[src/rtl/aes_inv_key_schedule.sv]
// AES-128 inverse key schedule: expands the cipher key to round 10, then walks back to round 0.
// Optional KEY_CACHE_EN keeps the last cipher key / round-10 key pair to skip the expansion.
module aes_inv_key_schedule #(
    parameter int unsigned NR        = 10,
    parameter bit          ZERO_IDLE = 1'b1
) (
    input  logic         clk,
    input  logic         rst,
    input  logic         start,
    input  logic         abort,
    input  logic [127:0] ip_key,
    output logic         busy,
    output logic [127:0] op_key,
    output logic [3:0]   op_rnd,
    output logic         op_valid,
    input  logic         op_ready,
    output logic         op_last
);

    if (NR != 10) begin : g_bad_nr
        $error("aes_inv_key_schedule: only NR=10 (AES-128) is supported");
    end

    localparam logic [3:0] LastRnd = 4'(NR);

    localparam logic [1:0] StIdle   = 2'd0;
    localparam logic [1:0] StExpand = 2'd1;
    localparam logic [1:0] StEmit   = 2'd2;

    // GF(2^8) multiply modulo x^8 + x^4 + x^3 + x + 1
    function automatic logic [7:0] gf_mul(input logic [7:0] a, input logic [7:0] b);
        logic [7:0] p;
        logic [7:0] aa;
        p  = 8'h00;
        aa = a;
        for (int i = 0; i < 8; i++) begin
            if (b[i]) p = p ^ aa;
            aa = {aa[6:0], 1'b0} ^ (aa[7] ? 8'h1b : 8'h00);
        end
        return p;
    endfunction

    // S-box as x^254 (multiplicative inverse, 0 -> 0) followed by the affine transform
    function automatic logic [7:0] sbox(input logic [7:0] x);
        logic [7:0] r;
        logic [7:0] p;
        logic [7:0] e;
        r = 8'h01;
        p = x;
        e = 8'd254;
        for (int i = 0; i < 8; i++) begin
            if (e[i]) r = gf_mul(r, p);
            p = gf_mul(p, p);
        end
        return r ^ {r[6:0], r[7]} ^ {r[5:0], r[7:6]} ^ {r[4:0], r[7:5]} ^ {r[3:0], r[7:4]} ^ 8'h63;
    endfunction

    function automatic logic [7:0] rcon(input logic [3:0] idx);
        logic [7:0] r;
        case (idx)
            4'd1:    r = 8'h01;
            4'd2:    r = 8'h02;
            4'd3:    r = 8'h04;
            4'd4:    r = 8'h08;
            4'd5:    r = 8'h10;
            4'd6:    r = 8'h20;
            4'd7:    r = 8'h40;
            4'd8:    r = 8'h80;
            4'd9:    r = 8'h1b;
            4'd10:   r = 8'h36;
            default: r = 8'h00;
        endcase
        return r;
    endfunction

    logic [1:0]   state_q, state_d;
    logic [127:0] key_q, key_d;
    logic [3:0]   cnt_q, cnt_d;

    logic [31:0]  w0, w1, w2, w3;
    logic [31:0]  t1, t2, t3;
    logic [31:0]  sb_word, rot_word, sub_word, mix;
    logic [31:0]  f0, f1, f2, f3;
    logic [127:0] fwd_key, inv_key;
    logic         emit;

    assign w0 = key_q[31:0];
    assign w1 = key_q[63:32];
    assign w2 = key_q[95:64];
    assign w3 = key_q[127:96];

    assign t3 = w3 ^ w2;
    assign t2 = w2 ^ w1;
    assign t1 = w1 ^ w0;

    assign emit = (state_q == StEmit);

    // The S-boxes serve the forward step in EXPAND and the inverse step in EMIT
    assign sb_word  = emit ? t3 : w3;
    assign rot_word = {sb_word[7:0], sb_word[31:8]};

    for (genvar g = 0; g < 4; g++) begin : g_sbox
        assign sub_word[8*g +: 8] = sbox(rot_word[8*g +: 8]);
    end

    assign mix = sub_word ^ {24'h0, rcon(cnt_q)};

    assign f0 = w0 ^ mix;
    assign f1 = w1 ^ f0;
    assign f2 = w2 ^ f1;
    assign f3 = w3 ^ f2;
    assign fwd_key = {f3, f2, f1, f0};
    assign inv_key = {t3, t2, t1, w0 ^ mix};

`ifdef KEY_CACHE_EN
    logic [127:0] cache_key_q, cache_key_d;
    logic [127:0] cache_rk_q, cache_rk_d;
    logic         cache_vld_q, cache_vld_d;
    logic         cache_hit;

    assign cache_hit = cache_vld_q && (ip_key == cache_key_q);

    always_ff @(posedge clk or posedge rst) begin
        if (rst) begin
            cache_key_q <= '0;
            cache_rk_q  <= '0;
            cache_vld_q <= 1'b0;
        end else begin
            cache_key_q <= cache_key_d;
            cache_rk_q  <= cache_rk_d;
            cache_vld_q <= cache_vld_d;
        end
    end
`endif

    always_comb begin
        state_d = state_q;
        key_d   = key_q;
        cnt_d   = cnt_q;
`ifdef KEY_CACHE_EN
        cache_key_d = cache_key_q;
        cache_rk_d  = cache_rk_q;
        cache_vld_d = cache_vld_q;
`endif
        if (abort) begin
            state_d = StIdle;
            key_d   = '0;
            cnt_d   = 4'd0;
`ifdef KEY_CACHE_EN
            cache_vld_d = 1'b0;
`endif
        end else begin
            case (state_q)
                StIdle: begin
                    if (start) begin
`ifdef KEY_CACHE_EN
                        if (cache_hit) begin
                            key_d   = cache_rk_q;
                            cnt_d   = LastRnd;
                            state_d = StEmit;
                        end else begin
                            key_d       = ip_key;
                            cnt_d       = 4'd1;
                            state_d     = StExpand;
                            cache_key_d = ip_key;
                            cache_vld_d = 1'b0;
                        end
`else
                        key_d   = ip_key;
                        cnt_d   = 4'd1;
                        state_d = StExpand;
`endif
                    end
                end
                StExpand: begin
                    key_d = fwd_key;
                    if (cnt_q == LastRnd) begin
                        state_d = StEmit;
`ifdef KEY_CACHE_EN
                        cache_rk_d  = fwd_key;
                        cache_vld_d = 1'b1;
`endif
                    end else begin
                        cnt_d = cnt_q + 4'd1;
                    end
                end
                StEmit: begin
                    if (op_ready) begin
                        if (cnt_q == 4'd0) begin
                            state_d = StIdle;
                            key_d   = '0;
                        end else begin
                            key_d = inv_key;
                            cnt_d = cnt_q - 4'd1;
                        end
                    end
                end
                default: begin
                    state_d = StIdle;
                    key_d   = '0;
                    cnt_d   = 4'd0;
                end
            endcase
        end
    end

    always_ff @(posedge clk or posedge rst) begin
        if (rst) begin
            state_q <= StIdle;
            key_q   <= '0;
            cnt_q   <= 4'd0;
        end else begin
            state_q <= state_d;
            key_q   <= key_d;
            cnt_q   <= cnt_d;
        end
    end

    assign busy     = (state_q != StIdle);
    assign op_valid = emit;
    assign op_rnd   = cnt_q;
    assign op_last  = emit && (cnt_q == 4'd0);

    if (ZERO_IDLE) begin : g_zero_idle
        assign op_key = emit ? key_q : '0;
    end else begin : g_hold_idle
        logic [127:0] hold_q;

        always_ff @(posedge clk or posedge rst) begin
            if (rst) begin
                hold_q <= '0;
            end else if (emit) begin
                hold_q <= key_q;
            end
        end

        assign op_key = emit ? key_q : hold_q;
    end

endmodule

[config.mk]
export PLATFORM = sky130hd
export DESIGN_NAME = aes_inv_key_schedule
export DESIGN_NICKNAME = d
export VERILOG_FILES = /design/src/rtl/aes_inv_key_schedule.sv
export SDC_FILE = /design/constraint.sdc
export NUM_CORES = 2
export LEC_CHECK = 0
export CAP_MARGIN = 20
export CORE_UTILIZATION = 60
export DETAILED_ROUTE_END_ITERATION = 10
export PLACE_DENSITY_LB_ADDON = 0.25
export SETUP_SLACK_MARGIN = 0.05
export SYNTH_ARGS = -nofsm -noshare
export SYNTH_HDL_FRONTEND = slang
export SYNTH_SLANG_ARGS = --single-unit
export TNS_END_PERCENT = 10
[constraint.sdc]
create_clock -name clk -period 22.5 [get_ports clk]
set_clock_uncertainty 0.2 [all_clocks]
set_input_delay 3.375 -clock clk [delete_from_list [all_inputs] [get_ports clk]]
set_output_delay 3.375 -clock clk [all_outputs]
set_load 0.01 [all_outputs]
# ---- After elaboration in Yosys (flattened, before gate mapping)
# Memories as Yosys holds them, arrays and structs flattened.
# Index checks and enable logic that the tools add are counted.
dict set report word_totals {
  reg_bits 134
  mem_count 1
  output_inout_bits 135
  wordCells 1637
  romBits 128
}
# name words width rd rd_clocked_by_memory_dff wr line
set memory_table {}
lappend memory_table {{(name not given)} 16 8 1 0 0 60} ;# case (idx)
dict set report classes {
  bitwise 784
  muxes 831
  n_eq_ne 9
  n_addsub 2
  n_reduce_logical 7
}
# op count
set ops {}
lappend ops {{8-bit two-way mux} 420}
lappend ops {{8-bit bitwise XOR} 380}
lappend ops {{8-bit by 5-bit bitwise XOR with 8-bit output} 364}
lappend ops {{5-bit two-way mux} 368}
lappend ops {{128-bit two-way mux} 5}
lappend ops {{128-bit one-hot mux with 3 select lines} 1}
lappend ops {{32-bit bitwise XOR} 7}
lappend ops {{4-bit two-way mux} 9}
lappend ops {{32-bit two-way mux} 1}
lappend ops {{32-bit by 8-bit bitwise XOR with 32-bit output} 1}
lappend ops {{7-bit two-way mux} 4}
lappend ops {{1-bit inverter, first input constant} 28}
lappend ops {{6-bit two-way mux} 4}
lappend ops {{2-bit two-way mux} 9}
lappend ops {{4-bit inverter} 4}
lappend ops {{3-bit != test, second input constant} 5}
lappend ops {{3-bit two-way mux} 4}
lappend ops {{4-bit one-hot mux with 3 select lines} 1}
lappend ops {{4-bit AND reduction} 2}
lappend ops {{2-bit one-hot mux with 3 select lines} 1}
lappend ops {{4-bit by 1-bit adder with 4-bit output, second input constant} 1}
lappend ops {{4-bit == test, second input constant} 1}
lappend ops {{4-bit logical NOT} 1}
lappend ops {{1-bit two-way mux} 4}
lappend ops {{8 further kinds} 8}

# ---- Depth between registers and ports, before layout
dict set report logic_depth {
  ltp_word 141
  ltp_mapped 84
  depth_no_buf 65
}

# ---- Least setup slack after synthesis
# OpenSTA, ideal clock, no wires.
dict set report synth_timing {
  path_kind {register to register}
  startpoint {reg state_q[0]}
  endpoint {reg key_q[64]}
  setup_time_ns 0.121
  n_path_buf 13
  path_stages_with_launch 79
  required_time_ns 22.179
  arrival_ns 18.008
  path_slack_ns 4.171
  cell_sequence {dfrtp_1 > inv_1 > ha_1 > buf_6 > buf_12 > buf_6 > nand2_1 > xor2_1 > inv_1 > ha_1 > clkbuf_1 > mux2_2 > o2bb2ai_1 > a211oi_1 > xnor3_1 > mux2i_1 > nor3_2 > inv_1 > (+43 left out) > mux2i_1 > o41ai_1 > a22oi_2 > xor2_2 > or3_1 > and2_1 > buf_2 > xnor2_1 > o21ai_1 > a22oi_1 > xnor3_1 > xor2_1 > xnor3_1 > xor3_1 > xnor3_1 > a211o_1 > a22o_1 > a22o_1}
}
dict set report synth_via {
  elab_chain_len 137
  word_cells_on_any_way 403
}
# item line
set synth_lines {}
lappend synth_lines {{start: declaration} 76} ;# logic [1:0] state_q, state_d;
lappend synth_lines {{start signal: assignment} 209} ;# state_q <= StIdle;
lappend synth_lines {{start signal: assignment} 213} ;# state_q <= state_d;
lappend synth_lines {{2-bit == test (*)} 96} ;# assign emit = (state_q == StEmit);
lappend synth_lines {{via op_valid} 15} ;# output logic op_valid,
lappend synth_lines {{32-bit two-way mux} 99} ;# assign sb_word = emit ? t3 : w3;
lappend synth_lines {{5-bit two-way mux (tied with other cells)} 38} ;# aa = {aa[6:0], 1'b0} ^ (aa[7] ? 8'h1b : 8'h00);
lappend synth_lines {{8-bit by 5-bit bitwise XOR with 8-bit output / 8-bit bitwise XOR (equally long branches)} {38, 37}}
lappend synth_lines {{8-bit bitwise XOR / 8-bit two-way mux (equally long branches)} 37} ;# if (b[i]) p = p ^ aa;
lappend synth_lines {{8-bit two-way mux / 8-bit bitwise XOR (equally long branches)} 37}
lappend synth_lines {{8-bit bitwise XOR / 8-bit two-way mux (equally long branches)} 37}
lappend synth_lines {{(+119 left out)} --}
lappend synth_lines {{8-bit bitwise XOR (4 in series)} 55} ;# return r ^ {r[6:0], r[7]} ^ {r[5:0], r[7:6]} ^ {r[4:0], r[7:5]} ^ {r[3:0], r[7:4]} ^ 8'h63;
lappend synth_lines {{4-bit inverter (no line)} --}
lappend synth_lines {{32-bit by 8-bit bitwise XOR with 32-bit output} 106} ;# assign mix = sub_word ^ {24'h0, rcon(cnt_q)};
lappend synth_lines {{32-bit bitwise XOR} 108} ;# assign f0 = w0 ^ mix;
lappend synth_lines {{32-bit bitwise XOR} 109} ;# assign f1 = w1 ^ f0;
lappend synth_lines {{32-bit bitwise XOR} 110} ;# assign f2 = w2 ^ f1;
lappend synth_lines {{128-bit one-hot mux with 3 select lines} 153} ;# case (state_q)
lappend synth_lines {{128-bit two-way mux} 145} ;# if (abort) begin
lappend synth_lines {{end signal: assignment} 214} ;# key_q <= key_d;
lappend synth_lines {{end: declaration} 77} ;# logic [127:0] key_q, key_d;
# Mark *: on every way through the listed nets, which the timed path passes. The rest lies on a longest branch.
# A chain may end at the register's enable or synchronous reset.

# ---- Final worst setup path
dict set report layout_timing {
  startpoint {reg state_q[0]}
  endpoint {reg key_q[114]}
}
dict set report layout_via {
  elab_chain_len 137
  word_cells_on_any_way 403
}
# item line
set layout_lines {}
lappend layout_lines {{2-bit == test} {96, 153}}
lappend layout_lines {{32-bit two-way mux} 99}
lappend layout_lines {{5-bit two-way mux (tied with other cells)} 38}
lappend layout_lines {{8-bit by 5-bit bitwise XOR with 8-bit output / 8-bit bitwise XOR (equally long branches)} {38, 37}}
lappend layout_lines {{8-bit bitwise XOR / 8-bit two-way mux (equally long branches)} 37}
lappend layout_lines {{8-bit two-way mux / 8-bit bitwise XOR (equally long branches)} 37}
lappend layout_lines {{8-bit bitwise XOR / 8-bit two-way mux (equally long branches)} 37}
lappend layout_lines {{8-bit two-way mux / 8-bit bitwise XOR (equally long branches)} 37}
lappend layout_lines {{(+118 left out)} --}
lappend layout_lines {{8-bit bitwise XOR (4 in series)} 55}
lappend layout_lines {{32-bit by 8-bit bitwise XOR with 32-bit output} 106}
lappend layout_lines {{32-bit bitwise XOR} 108}
lappend layout_lines {{32-bit bitwise XOR} 109}
lappend layout_lines {{32-bit bitwise XOR} 110}
lappend layout_lines {{32-bit bitwise XOR} 111} ;# assign f3 = w3 ^ f2;
lappend layout_lines {{128-bit one-hot mux with 3 select lines} 153}
lappend layout_lines {{128-bit two-way mux} 145}
# Several ways; a longest one is shown, not always the timed one.

==> impl_metrics.prom <==
# TYPE chip_impl_metric gauge
chip_impl_info{name="run_status",value="finished clean"} 1
chip_impl_metric{name="max-slew-margin-rel",unit=""} 0.1614
chip_impl_metric{name="post-route-drc-count",unit=""} 0
chip_impl_metric{name="grt_antenna_before_repair",unit=""} 37
chip_impl_info{name="crit_path_top_delay_cell",value="sky130_fd_sc_hd__xnor2_2"} 1
chip_impl_metric{name="synthAdderAreaFrac",unit=""} 0.005929
chip_impl_info{name="top_layer",value="met5"} 1
chip_impl_metric{name="timing.critical_path.slowest_cell_delay",unit="ns"} 0.86
chip_impl_metric{name="detailed_place_hpwl",unit="um"} 177300
chip_impl_info{name="timing.rr.end",value="key_q[114]"} 1
chip_impl_metric{name="start_util",unit=""} 0.6038
chip_impl_metric{name="ant_nets",unit=""} 0
chip_impl_metric{name="worstPathBufferInverterCount",unit=""} 3
chip_impl_metric{name="final.setup.tns",unit="ns"} 0
chip_impl_metric{name="fraction_of_layout_instances_using_a_drive_strength_above_1",unit=""} 0.07355
chip_impl_metric{name="synth_async_sr_flop_share",unit=""} 1.000
chip_impl_info{name="crit_path_start_kind",value="flop"} 1
chip_impl_metric{name="critical_path.max_fanout",unit=""} 44
chip_impl_metric{name="clockBufferDepth",unit=""} 2
chip_impl_metric{name="post_synth_mux_area_share",unit=""} 0.03943
chip_impl_info{name="grt_setup_unrepaired",value="no"} 1
chip_impl_metric{name="synth_simple_gate_area_share",unit=""} 0.1939
chip_impl_metric{name="finish.utilization",unit=""} 0.6459
chip_impl_metric{name="ff2ff_path_depth",unit=""} 55
chip_impl_metric{name="grt_first_pass_wirelength",unit="um"} 372200
chip_impl_info{name="path_class",value="reg2reg"} 1
chip_impl_metric{name="clkSlewWorstSetupHoldPaths",unit="ns"} 0.07
chip_impl_metric{name="synth.avg_cell_area",unit="um2"} 7.411
chip_impl_metric{name="route.vias.total",unit=""} 71117
chip_impl_metric{name="finalWorstPathRequiredPeriod",unit="ns"} 21.14
chip_impl_metric{name="postSynthRegisterBits",unit=""} 134
chip_impl_metric{name="tightestPinTransition",unit="ns"} 1.256
chip_impl_info{name="critical_path.reg2reg.startpoint",value="state_q[0]"} 1
chip_impl_metric{name="die_height",unit="um"} 343.7
chip_impl_info{name="hold_class",value="reg2reg"} 1
chip_impl_metric{name="route.layer.met1.wl",unit="um"} 97830
chip_impl_metric{name="fp.dieW",unit="um"} 343.7
chip_impl_metric{name="setup-violations-final",unit=""} 0
chip_impl_metric{name="final_critical_path_setup_slack",unit="ns"} 1.361
chip_impl_metric{name="tritoncts_num_sinks",unit=""} 134
chip_impl_metric{name="synth-edff-count",unit=""} 0
chip_impl_metric{name="wl_met2",unit="um"} 105300
chip_impl_metric{name="routed_via_density",unit=""} 6.548
chip_impl_metric{name="cts_made_buffers",unit=""} 17
chip_impl_metric{name="syn-instance-count",unit=""} 9454
chip_impl_metric{name="total_length_of_routed_wires",unit="um"} 240500
chip_impl_metric{name="drt_pre_antenna_iters",unit=""} 8
chip_impl_info{name="synth_top_family_by_area",value="XOR/XNOR gates"} 1
chip_impl_info{name="setup.worst_path.end_class",value="flop"} 1
chip_impl_metric{name="synth-compound-area-share",unit=""} 0.2165
chip_impl_metric{name="grt_pass1_vias",unit=""} 64623
chip_impl_info{name="postSynth.topFlopCell",value="sky130_fd_sc_hd__dfrtp_1"} 1
chip_impl_metric{name="timing.final.hold_violations",unit=""} 0
chip_impl_metric{name="post_cts_resize_count",unit=""} 0
chip_impl_info{name="min_from",value="key_q[1]"} 1
chip_impl_metric{name="met3WireLength",unit="um"} 29510
chip_impl_metric{name="number_of_buffers_added_for_setup_after_cts",unit=""} 0
chip_impl_metric{name="worst_endpoint_data_arrival_time",unit="ns"} 21.28
chip_impl_metric{name="core_region_area",unit="mm2"} 0.1160
chip_impl_metric{name="min_period_over_period",unit=""} 0.9395
chip_impl_metric{name="worstSkewPairLatency",unit="ns"} 0.47
chip_impl_metric{name="regToRegSetupSlack",unit="ns"} 1.36
chip_impl_metric{name="critPathRequiredTime",unit="ns"} 22.64
chip_impl_info{name="timing.hold.worst_endpoint",value="key_q[1]"} 1
chip_impl_metric{name="final_nets",unit=""} 9478
chip_impl_metric{name="final_replace_weighted_congestion",unit=""} 1.020
chip_impl_metric{name="fmaxAchievable",unit="MHz"} 47.31
chip_impl_metric{name="placed_cell_area",unit="mm2"} 0.07425
chip_impl_metric{name="report.final.slew_viol_count",unit=""} 0
chip_impl_metric{name="grt_start_max_net_pins",unit=""} 80
chip_impl_metric{name="dieArea",unit="mm2"} 0.1182
chip_impl_metric{name="final_cell_area",unit="mm2"} 0.07496
chip_impl_metric{name="cts_htree_levels",unit=""} 4
chip_impl_metric{name="synth.yosys.seq_area_share",unit=""} 0.04786
chip_impl_metric{name="postSynthNetCount",unit=""} 9618
chip_impl_metric{name="synth_area",unit="mm2"} 0.07007
chip_impl_metric{name="wire_per_inst",unit="um"} 22.14
chip_impl_metric{name="drt_iter0_drc",unit=""} 8938
chip_impl_metric{name="post_synth_xor_area_fraction",unit=""} 0.4422
chip_impl_metric{name="area_growth_syn_to_layout",unit="%"} 6.977
chip_impl_metric{name="number_of_buffers_inserted_by_hold_repair_at_cts",unit=""} 0
chip_impl_metric{name="grt_overflow",unit=""} 0
chip_impl_metric{name="timing.max_cap.violations",unit=""} 0
chip_impl_metric{name="boundaryPins",unit=""} 268
chip_impl_info{name="timing.critical_path.max_delay_family",value="XOR/XNOR gates"} 1
chip_impl_metric{name="hold-path-cell-count",unit=""} 2
chip_impl_metric{name="numPortBuffers",unit=""} 267
chip_impl_info{name="cts_tree",value="yes"} 1
chip_impl_info{name="path_common_cell",value="sky130_fd_sc_hd__xnor2_1"} 1
chip_impl_metric{name="yosysWarnings",unit=""} 0
chip_impl_metric{name="post_synth_num_cell_types",unit=""} 112
chip_impl_info{name="clock_tree.root_cell",value="sky130_fd_sc_hd__clkbuf_16"} 1
chip_impl_metric{name="place_worst_setup_slack",unit="ns"} 1.333
chip_impl_metric{name="core.rowCount",unit=""} 125
chip_impl_metric{name="grt_usage",unit=""} 0.3900
## routing by layer
metal / vias up / global-route usage
met4: 52 / 0.1243
met3: 544 / 0.09273
met2: 4097 / 0.5897
met5: - / 0
li1: 32687 / -
met1: 33737 / 0.5443
## tightest hold or removal path, stage by stage (launching register included)
cell	delay, ns
sky130_fd_sc_hd__dfrtp_1	0.42
sky130_fd_sc_hd__nand2_1	0.06
sky130_fd_sc_hd__o21ai_0	0.06
## synthesized netlist by cell type (164+ instances only)
| master | count | area (um2) |
|---|---|---|
| sky130_fd_sc_hd__xnor2_1 | 1659 | 14530 |
| sky130_fd_sc_hd__a21oi_1 | 505 | 2527 |
| sky130_fd_sc_hd__o21ai_0 | 612 | 3063 |
| sky130_fd_sc_hd__mux2i_1 | 213 | 2132 |
| sky130_fd_sc_hd__clkbuf_1 | 490 | 1839 |
| sky130_fd_sc_hd__xor2_1 | 496 | 4344 |
| sky130_fd_sc_hd__xnor3_1 | 383 | 8626 |
| sky130_fd_sc_hd__nand3_1 | 174 | 870.8 |
| sky130_fd_sc_hd__inv_1 | 164 | 615.6 |
| sky130_fd_sc_hd__nand2_1 | 911 | 3420 |
| sky130_fd_sc_hd__nor2_1 | 1222 | 4587 |
| sky130_fd_sc_hd__nor3_1 | 182 | 910.9 |
## registers in the layout, summed over array words and instances (netlist names)
register	flops
key_q	128
op_rnd	4
state_q	2
## per-stage QoR
| stage | hold WS (ns) | instances |
|---|---|---|
| after detailed placement | 0.3634 | 10809 |
| final | 0.3814 | 10861 |
| after global routing | 0.4176 | 10856 |
| after global placement | 0.3519 | 10809 |
| after CTS | 0.3831 | 10841 |
| after floorplan | 0.3001 | 9454 |
## cell type report
| type | instances | area (um2) |
|---|---|---|
| Antenna cell | 10 | 25.02 |
| Clock buffer | 20 | 456.7 |
| Clock inverter | 12 | 117.6 |
| Fill cell | 10310 | 41090 |
| Inverter | 191 | 721.9 |
| Multi-Input combinational cell | 8409 | 63470 |
| Sequential cell | 134 | 3353 |
| Tap cell | 1524 | 1907 |
| Timing Repair Buffer | 561 | 4903 |
## layout by cell type (no fill, tap or decap), types with 212 or more instances in the layout
master / n
sky130_fd_sc_hd__a21oi_1: 505
sky130_fd_sc_hd__o21ai_0: 612
sky130_fd_sc_hd__buf_4: 291
sky130_fd_sc_hd__nor2_1: 1216
sky130_fd_sc_hd__nand2_1: 909
sky130_fd_sc_hd__xnor2_1: 1612
sky130_fd_sc_hd__xnor3_1: 383
sky130_fd_sc_hd__clkdlybuf4s50_1: 267
sky130_fd_sc_hd__xor2_1: 482
sky130_fd_sc_hd__mux2i_1: 212
## cells by family (layout without fill, tap and decap cells)
family / count (synthesis) / after routing
AND/OR/NAND/NOR: 3062 / 3062
XOR/XNOR: 2714 / 2714
AO/OA/AOI/OAI: 2335 / 2335
buffers and inverters: 911 / 784
multiplexers: 265 / 265
flip-flops: 134 / 134
adder cells (fa/ha/maj): 33 / 33
other: 0 / 10
## worst max path at each step
stage | depth (start not counted) | endpoint | start
global route | 65 | key_q[99] | state_q[0]
finish | 55 | key_q[114] | state_q[0]
global placement | 54 | key_q[85] | state_q[0]
floorplan | 78 | key_q[64] | state_q[0]
detailed placement | 54 | key_q[85] | state_q[0]
CTS | 54 | key_q[85] | state_q[0]
Power is left out: the tool's default activity adds up to more than one toggle a clock period on the data nets, which glitch-free logic cannot reach.
